## src/rtl/mem_stage_pkg.sv

```systemverilog
// Shared opcodes, FSM state type and writeback record for the MEM pipeline stage.
// The opcode values mirror the MIPS primary opcodes used by the rest of the pipeline.
package mem_stage_pkg;

    localparam logic [5:0] OP_LB  = 6'b100000;
    localparam logic [5:0] OP_LBU = 6'b100100;
    localparam logic [5:0] OP_LW  = 6'b100011;
    localparam logic [5:0] OP_SB  = 6'b101000;
    localparam logic [5:0] OP_SW  = 6'b101011;

    typedef enum logic {ST_IDLE, ST_ACCESS} state_t;

    typedef struct packed {
        logic [31:0] data;
        logic        write;
        logic [4:0]  addr;
        logic        valid;
        logic        exc_align;
        logic        exc_bus;
    } wb_t;

    function automatic logic is_load(input logic [5:0] op);
        return op inside {OP_LB, OP_LBU, OP_LW};
    endfunction

    function automatic logic is_store(input logic [5:0] op);
        return op inside {OP_SB, OP_SW};
    endfunction

    function automatic logic is_word(input logic [5:0] op);
        return op inside {OP_LW, OP_SW};
    endfunction

    function automatic logic [3:0] byte_enable(input logic [5:0] op, input logic [1:0] lane);
        return is_word(op) ? 4'b1111 : (4'b0001 << lane);
    endfunction

endpackage

```

## src/rtl/mem_stage_if.sv

```systemverilog
// Data-RAM request/acknowledge bus between the MEM stage (master) and the RAM (slave).
interface mem_stage_if;
    logic        req;
    logic        we;
    logic [3:0]  be;
    logic [31:0] addr;
    logic [31:0] wdata;
    logic        ack;
    logic [31:0] rdata;

    modport master (output req, we, be, addr, wdata, input ack, rdata);
    modport slave  (input req, we, be, addr, wdata, output ack, rdata);
endinterface

```

## src/rtl/mem_stage_load_align.sv

```systemverilog
// Combinational load formatter: picks the addressed byte lane and extends it,
// or passes the whole word through for lw.
module load_align
    import mem_stage_pkg::*;
(
    input  logic [31:0] rdata,
    input  logic [1:0]  addr,
    input  logic [5:0]  op,
    output logic [31:0] data
);

    logic [7:0] lane_byte;

    always_comb begin
        lane_byte = rdata[{addr, 3'b000} +: 8];
        case (op)
            OP_LB:   data = {{24{lane_byte[7]}}, lane_byte};
            OP_LBU:  data = {24'h0, lane_byte};
            default: data = rdata;
        endcase
    end

endmodule

```

## src/rtl/mem_stage.sv

```systemverilog
// MEM pipeline stage: runs loads/stores over the data-RAM handshake with an ack
// timeout, passes other ops straight to writeback, and stalls EX while busy.
module mem_stage
    import mem_stage_pkg::*;
#(
    parameter int ACK_TIMEOUT = 16,
    parameter int CNT_W       = 5
) (
    input  logic        clk,
    input  logic        rst,
    input  logic [5:0]  op_i,
    input  logic [31:0] regcData_i,
    input  logic        regcWrite_i,
    input  logic [4:0]  regcAddr_i,
    input  logic [31:0] memAddr_i,
    input  logic [31:0] memData_i,
    input  logic        in_valid,
    output logic        in_ready,
    mem_stage_if.master dm,
    output logic [31:0] regcData,
    output logic        regcWrite,
    output logic [4:0]  regcAddr,
    output logic        wb_valid,
    output logic        exc_align,
    output logic        exc_bus
);

    state_t           state, state_nxt;
    logic [CNT_W-1:0] cnt, cnt_nxt;
    wb_t              wb_q, wb_nxt;
    logic             accept;

    logic [5:0]  op_q;
    logic [31:0] addr_q;
    logic [31:0] wdata_q;
    logic [3:0]  be_q;
    logic        wen_q;
    logic [4:0]  dest_q;
    logic [31:0] load_data;

    load_align u_load_align (
        .rdata (dm.rdata),
        .addr  (addr_q[1:0]),
        .op    (op_q),
        .data  (load_data)
    );

    always_comb begin
        // NOTE: every signal written here is given a default first, so no latch can be inferred.
        state_nxt = state;
        cnt_nxt   = cnt;
        accept    = 1'b0;
        wb_nxt    = '0;
        wb_nxt.data = wb_q.data;
        wb_nxt.addr = wb_q.addr;

        case (state)
            ST_IDLE: begin
                if (in_valid) begin
                    if (!(is_load(op_i) || is_store(op_i))) begin
                        wb_nxt.data  = regcData_i;
                        wb_nxt.write = regcWrite_i;
                        wb_nxt.addr  = regcAddr_i;
                        wb_nxt.valid = 1'b1;
                    end else if (is_word(op_i) && memAddr_i[1:0] != 2'b00) begin
                        wb_nxt.addr      = regcAddr_i;
                        wb_nxt.valid     = 1'b1;
                        wb_nxt.exc_align = 1'b1;
                    end else begin
                        accept    = 1'b1;
                        state_nxt = ST_ACCESS;
                        cnt_nxt   = '0;
                    end
                end
            end
            ST_ACCESS: begin
                // Ack is tested first so an ack on the final allowed cycle still completes.
                if (dm.ack) begin
                    state_nxt    = ST_IDLE;
                    wb_nxt.valid = 1'b1;
                    wb_nxt.addr  = dest_q;
                    if (is_load(op_q)) begin
                        wb_nxt.data  = load_data;
                        wb_nxt.write = wen_q;
                    end
                end else if (cnt == CNT_W'(ACK_TIMEOUT - 1)) begin
                    state_nxt      = ST_IDLE;
                    wb_nxt.valid   = 1'b1;
                    wb_nxt.addr    = dest_q;
                    wb_nxt.exc_bus = 1'b1;
                end else begin
                    cnt_nxt = cnt + 1'b1;
                end
            end
            default: state_nxt = ST_IDLE;
        endcase
    end

    // NOTE: reset is synchronous and sampled here; state uses non-blocking assignments so all registers update together.
    always_ff @(posedge clk) begin
        if (!rst) begin
            state   <= ST_IDLE;
            cnt     <= '0;
            wb_q    <= '0;
            op_q    <= '0;
            addr_q  <= '0;
            wdata_q <= '0;
            be_q    <= '0;
            wen_q   <= 1'b0;
            dest_q  <= '0;
        end else begin
            state <= state_nxt;
            cnt   <= cnt_nxt;
            wb_q  <= wb_nxt;
            if (accept) begin
                op_q    <= op_i;
                addr_q  <= memAddr_i;
                wdata_q <= (op_i == OP_SB) ? {4{memData_i[7:0]}} : memData_i;
                be_q    <= byte_enable(op_i, memAddr_i[1:0]);
                wen_q   <= regcWrite_i;
                dest_q  <= regcAddr_i;
            end
        end
    end

    assign in_ready  = (state == ST_IDLE);
    assign dm.req    = (state == ST_ACCESS);
    assign dm.we     = dm.req && is_store(op_q);
    assign dm.be     = dm.req ? be_q : 4'b0000;
    assign dm.addr   = dm.req ? {addr_q[31:2], 2'b00} : 32'h0;
    assign dm.wdata  = dm.req ? wdata_q : 32'h0;

    assign regcData  = wb_q.data;
    assign regcWrite = wb_q.write;
    assign regcAddr  = wb_q.addr;
    assign wb_valid  = wb_q.valid;
    assign exc_align = wb_q.exc_align;
    assign exc_bus   = wb_q.exc_bus;

endmodule

```

## src/flat_wrapper.sv

```systemverilog
// flat-port wrapper written by rule: the top's interface ports become plain ports
module mem_stage_flat import mem_stage_pkg::*;
#(
    parameter int ACK_TIMEOUT = 16,
    parameter int CNT_W       = 5
)
  (clk, rst, op_i, regcData_i, regcWrite_i, regcAddr_i, memAddr_i, memData_i, in_valid, in_ready, regcData, regcWrite, regcAddr, wb_valid, exc_align, exc_bus, dm_req, dm_we, dm_be, dm_addr, dm_wdata, dm_ack, dm_rdata);
  mem_stage_if dm_i ();
  input  logic clk;
  input  logic rst;
  input  logic [5:0] op_i;
  input  logic [31:0] regcData_i;
  input  logic regcWrite_i;
  input  logic [4:0] regcAddr_i;
  input  logic [31:0] memAddr_i;
  input  logic [31:0] memData_i;
  input  logic in_valid;
  output logic in_ready;
  output logic [31:0] regcData;
  output logic regcWrite;
  output logic [4:0] regcAddr;
  output logic wb_valid;
  output logic exc_align;
  output logic exc_bus;
  output wire logic [$bits(dm_i.req)-1:0] dm_req;
  output wire logic [$bits(dm_i.we)-1:0] dm_we;
  output wire logic [$bits(dm_i.be)-1:0] dm_be;
  output wire logic [$bits(dm_i.addr)-1:0] dm_addr;
  output wire logic [$bits(dm_i.wdata)-1:0] dm_wdata;
  input wire logic [$bits(dm_i.ack)-1:0] dm_ack;
  input wire logic [$bits(dm_i.rdata)-1:0] dm_rdata;
  assign dm_req = dm_i.req;
  assign dm_we = dm_i.we;
  assign dm_be = dm_i.be;
  assign dm_addr = dm_i.addr;
  assign dm_wdata = dm_i.wdata;
  assign dm_i.ack = dm_ack;
  assign dm_i.rdata = dm_rdata;
  mem_stage #(.ACK_TIMEOUT(ACK_TIMEOUT), .CNT_W(CNT_W)) u_core (.clk(clk), .rst(rst), .op_i(op_i), .regcData_i(regcData_i), .regcWrite_i(regcWrite_i), .regcAddr_i(regcAddr_i), .memAddr_i(memAddr_i), .memData_i(memData_i), .in_valid(in_valid), .in_ready(in_ready), .dm(dm_i), .regcData(regcData), .regcWrite(regcWrite), .regcAddr(regcAddr), .wb_valid(wb_valid), .exc_align(exc_align), .exc_bus(exc_bus));
endmodule
```

## config.mk

```make
export PLATFORM = sky130hd
export DESIGN_NAME = mem_stage_flat
export DESIGN_NICKNAME = d
export VERILOG_FILES = /design/src/rtl/mem_stage_pkg.sv /design/src/rtl/mem_stage_if.sv /design/src/rtl/mem_stage_load_align.sv /design/src/rtl/mem_stage.sv /design/src/flat_wrapper.sv
export SDC_FILE = /design/constraint.sdc
export NUM_CORES = 1
export LEC_CHECK = 0
export BUFFER_PORTS_ARGS = -buffer_cell sky130_fd_sc_hd__buf_2
export CORE_MARGIN = 2
export CORE_UTILIZATION = 45
export CTS_BUF_LIST = sky130_fd_sc_hd__clkbuf_4
export DETAILED_ROUTE_END_ITERATION = 7
export GPL_ROUTABILITY_DRIVEN = 0
export PLACE_DENSITY = 0.79
export SYNTH_ARGS = -nofsm -noshare
export SYNTH_HDL_FRONTEND = slang
export SYNTH_SLANG_ARGS = --single-unit
```

## constraint.sdc

```tcl
create_clock -name clk -period 1.98 [get_ports clk]
set_input_delay 0.495 -clock clk [delete_from_list [all_inputs] [get_ports clk]]
set_output_delay 0.495 -clock clk [all_outputs]
set_load 0.03 [all_outputs]
```

==> impl_metrics.ini <==
[sta]
finalHoldViolCount = 0
finalCriticalPeriod_ns = 2.09
holdWs_ns = 0.141
relSlewSlack_pct = 60.4
finalSetupTns_ns = -4.11
max_freq_mhz = 479
tightest_slew_ns = 0.592
setup_ws_ns = -0.107
slew_violations = 0
setup-violations-final = 67
period_share_pct = 105
fin_worst_skew_ns = 0.0103
rsz0062_at_grt = true

[critical_path]
worst_r2r_path_depth = 7
crit_path_start_kind = flop
critical_path_class = flop to output pin
end_kind = output pin
r2r_end = u_core.regcData[6]
startpoint = u_core.op_q[1]
crit_fanout = 3
timing.rr.start = u_core.op_q[1]
required_ns = 1.48
cp-endpoint = dm_we
crit_arrival_ns = 1.59
reg2reg_slack_ns = 0.13

[final_layout]
fillerInstances = 1069
nets = 1172
fin_cells = 1216
final_cell_area_um2 = 8810
syn_to_final_growth_pct = 45.2
drive_gt1_share_pct = 38.9

[pwr]
ir_drop_mv = 0.375
p_comb_share_pct = 14.6
power.share.sequential_pct = 51.8
power_density_nw_per_um2 = 585
switchingPower_mw = 1.58
clkPwrFrac_pct = 33.5
switching_share_pct = 30.6
internal_power_mw = 3.58
p_leak_nw = 3.94

[drt]
viasPerCell = 5.45
wl_met1_um = 7800
wirelength_um = 20400
ant_nets = 0
wl_met2_um = 9960
drc = 0
wl_met3_um = 1850
routedWlPerCell_um = 16.8
drt-initial-drc-count = 384
highest_layer = met4
via_count = 6626
drt_pre_antenna_iters = 5

[status]
violations = setup timing
status = complete, but fails checks

[floorplanning]
rows = 42
coreArea_um2 = 13200
start_util_pct = 46.0
die_h_um = 120
die-area_um2 = 14400
io_pins = 256
fp.dieW_um = 120

[synth]
syn_area_um2 = 6070
postSynth.asyncResetShare_pct = 0
synth_top_area_share_pct = 41.9
ys_top_cells_by_count = 173 x nand2_1, 127 x dfxtp_1, 67 x and2_1
synthFlopType = dfxtp_1
synth.yosys.seq_area_share_pct = 41.9
synth-edff-count = 0
syn_inst = 766
yosysTopAreaCell = dfxtp_1
yosysMostFrequentCell = nand2_1
yosys_warnings = 0
synth_seq_cells = 127
synth.top_cells.by_area = dfxtp_1 42%, nand2_1 11%, and2_1 6.9%
avgSynthCellArea_um2 = 7.92
yosysUniqueCellTypes = 47

[grt]
grt.overflow.total = 0
grt_max_degree = 81
antenna_found_initial = 1
grtUsageTotal_pct = 28.1
first_global_vias = 6473
grt_pass1_wl_um = 31900

[placed_design]
place_inst = 1170
hpwl_um = 13100
dpl_cell_area_um2 = 7720
portBuffers = 253

[clocking]
clk_latency_ns = 0.56
clock-root-buffer = clkbuf_4
htreeDepth = 4
cts_tree = yes
numCtsBuffers = 17
cts_sinks = 127
clk_pin_slew_ns = 0.12
cts-hold-fix-buffers = 0
clock_path_buffers = 2

[min_path]
hp-start = dm_ack
min_path_type = input port to flop

[job]
drv_cap = 0
==> metal layers <==
layer	global-route usage, %	vias to the layer above
met5	0	-
met1	31.6	3054
met3	9.41	66
met4	14.5	0
li1	-	3158
met2	47.1	348
==> critical path: stages, from the launching register on <==
cell and delay [ns]:
dfxtp_4 0.39, nand2_2 0.06, nor2b_4 0.13, nor4b_4 0.29, buf_6 0.17
==> through the flow <==
stage	setup WS [ns]	util, %	power, mW
3_3_place_gp	-0.131	58.5	3.43
4_1_cts	-0.198	66.0	5.17
5_1_grt	-0.199	66.8	5.38
2_1_floorplan	0.0716	-	3.10
6_report	-0.107	66.8	5.16
3_5_place_dp	-0.173	58.5	3.44
==> area by class of cell <==
class,instances,area (um^2),area share (%)
Multi-Input combinational cell,568,3360,38.1
Sequential cell,127,2550,29.0
Timing Repair Buffer,307,2390,27.2
Tap cell,176,220,2.50
Clock inverter,15,136,1.55
Clock buffer,17,128,1.45
Inverter,5,20.0,0.227
Antenna cell,1,2.50,0.0284
==> what timing repair did <==
item	CTS	global route
gates resized for setup	190	15
buffers inserted	6	0
gates cloned	5	2
setup endpoints to repair	68	75
endpoints found under the hold margin	0	0
pin swaps	3	1
==> sequential cells by signal (all words and copies together), names as in the netlist, 4 cells and up <==
register,count
u_core.addr_q,32
u_core.be_q,4
u_core.cnt,5
u_core.regcData,32
u_core.dest_q,5
u_core.wdata_q,32
u_core.op_q,6
u_core.regcAddr,5
==> power by group through the flow <==
stage,registers [mW],logic (mW),clock network [mW]
after floorplan,2.82,0.284,0
after global placement,2.73,0.706,0
after detailed placement,2.73,0.716,0
after CTS,2.67,0.742,1.76
after global routing,2.68,0.816,1.88
final,2.67,0.755,1.73
==> layout by cell type (no fill, tap or decap), types with 5 or more instances in the layout <==
master	instances
a211oi_1	26
a21o_1	30
a21oi_1	55
a221o_1	5
a22oi_1	5
a31oi_1	31
and2_1	19
and2_4	48
and3_1	5
buf_12	14
buf_16	5
buf_2	184
buf_4	40
buf_6	60
clkbuf_4	17
dfxtp_1	123
inv_6	5
mux2i_1	31
nand2_1	172
nand2b_1	8
nand3_1	34
nor2_1	42
nor3_1	5
o22ai_1	11
==> cells by family (layout without fill, tap and decap cells) <==
group	Yosys count	in the layout	synth area share, %
flip-flops	127	127	41.9
buffers and inverters	72	344	5.81
AND/OR/NAND/NOR	354	354	27.2
AO/OA/AOI/OAI	176	176	18.9
XOR/XNOR	2	2	0.289
adder cells (fa/ha/maj)	2	2	0.412
other	1	3	0.0618
multiplexers	32	32	5.48
==> worst min-delay path by stage <==
stage	end	depth (start not counted)
finish	u_core.exc_bus	2
global route	u_core.exc_bus	2
CTS	u_core.exc_bus	2
detailed placement	u_core.addr_q[19]	2
global placement	u_core.addr_q[30]	2
floorplan	u_core.addr_q[10]	2
No activity file was read; power rests on OpenSTA's default activity.
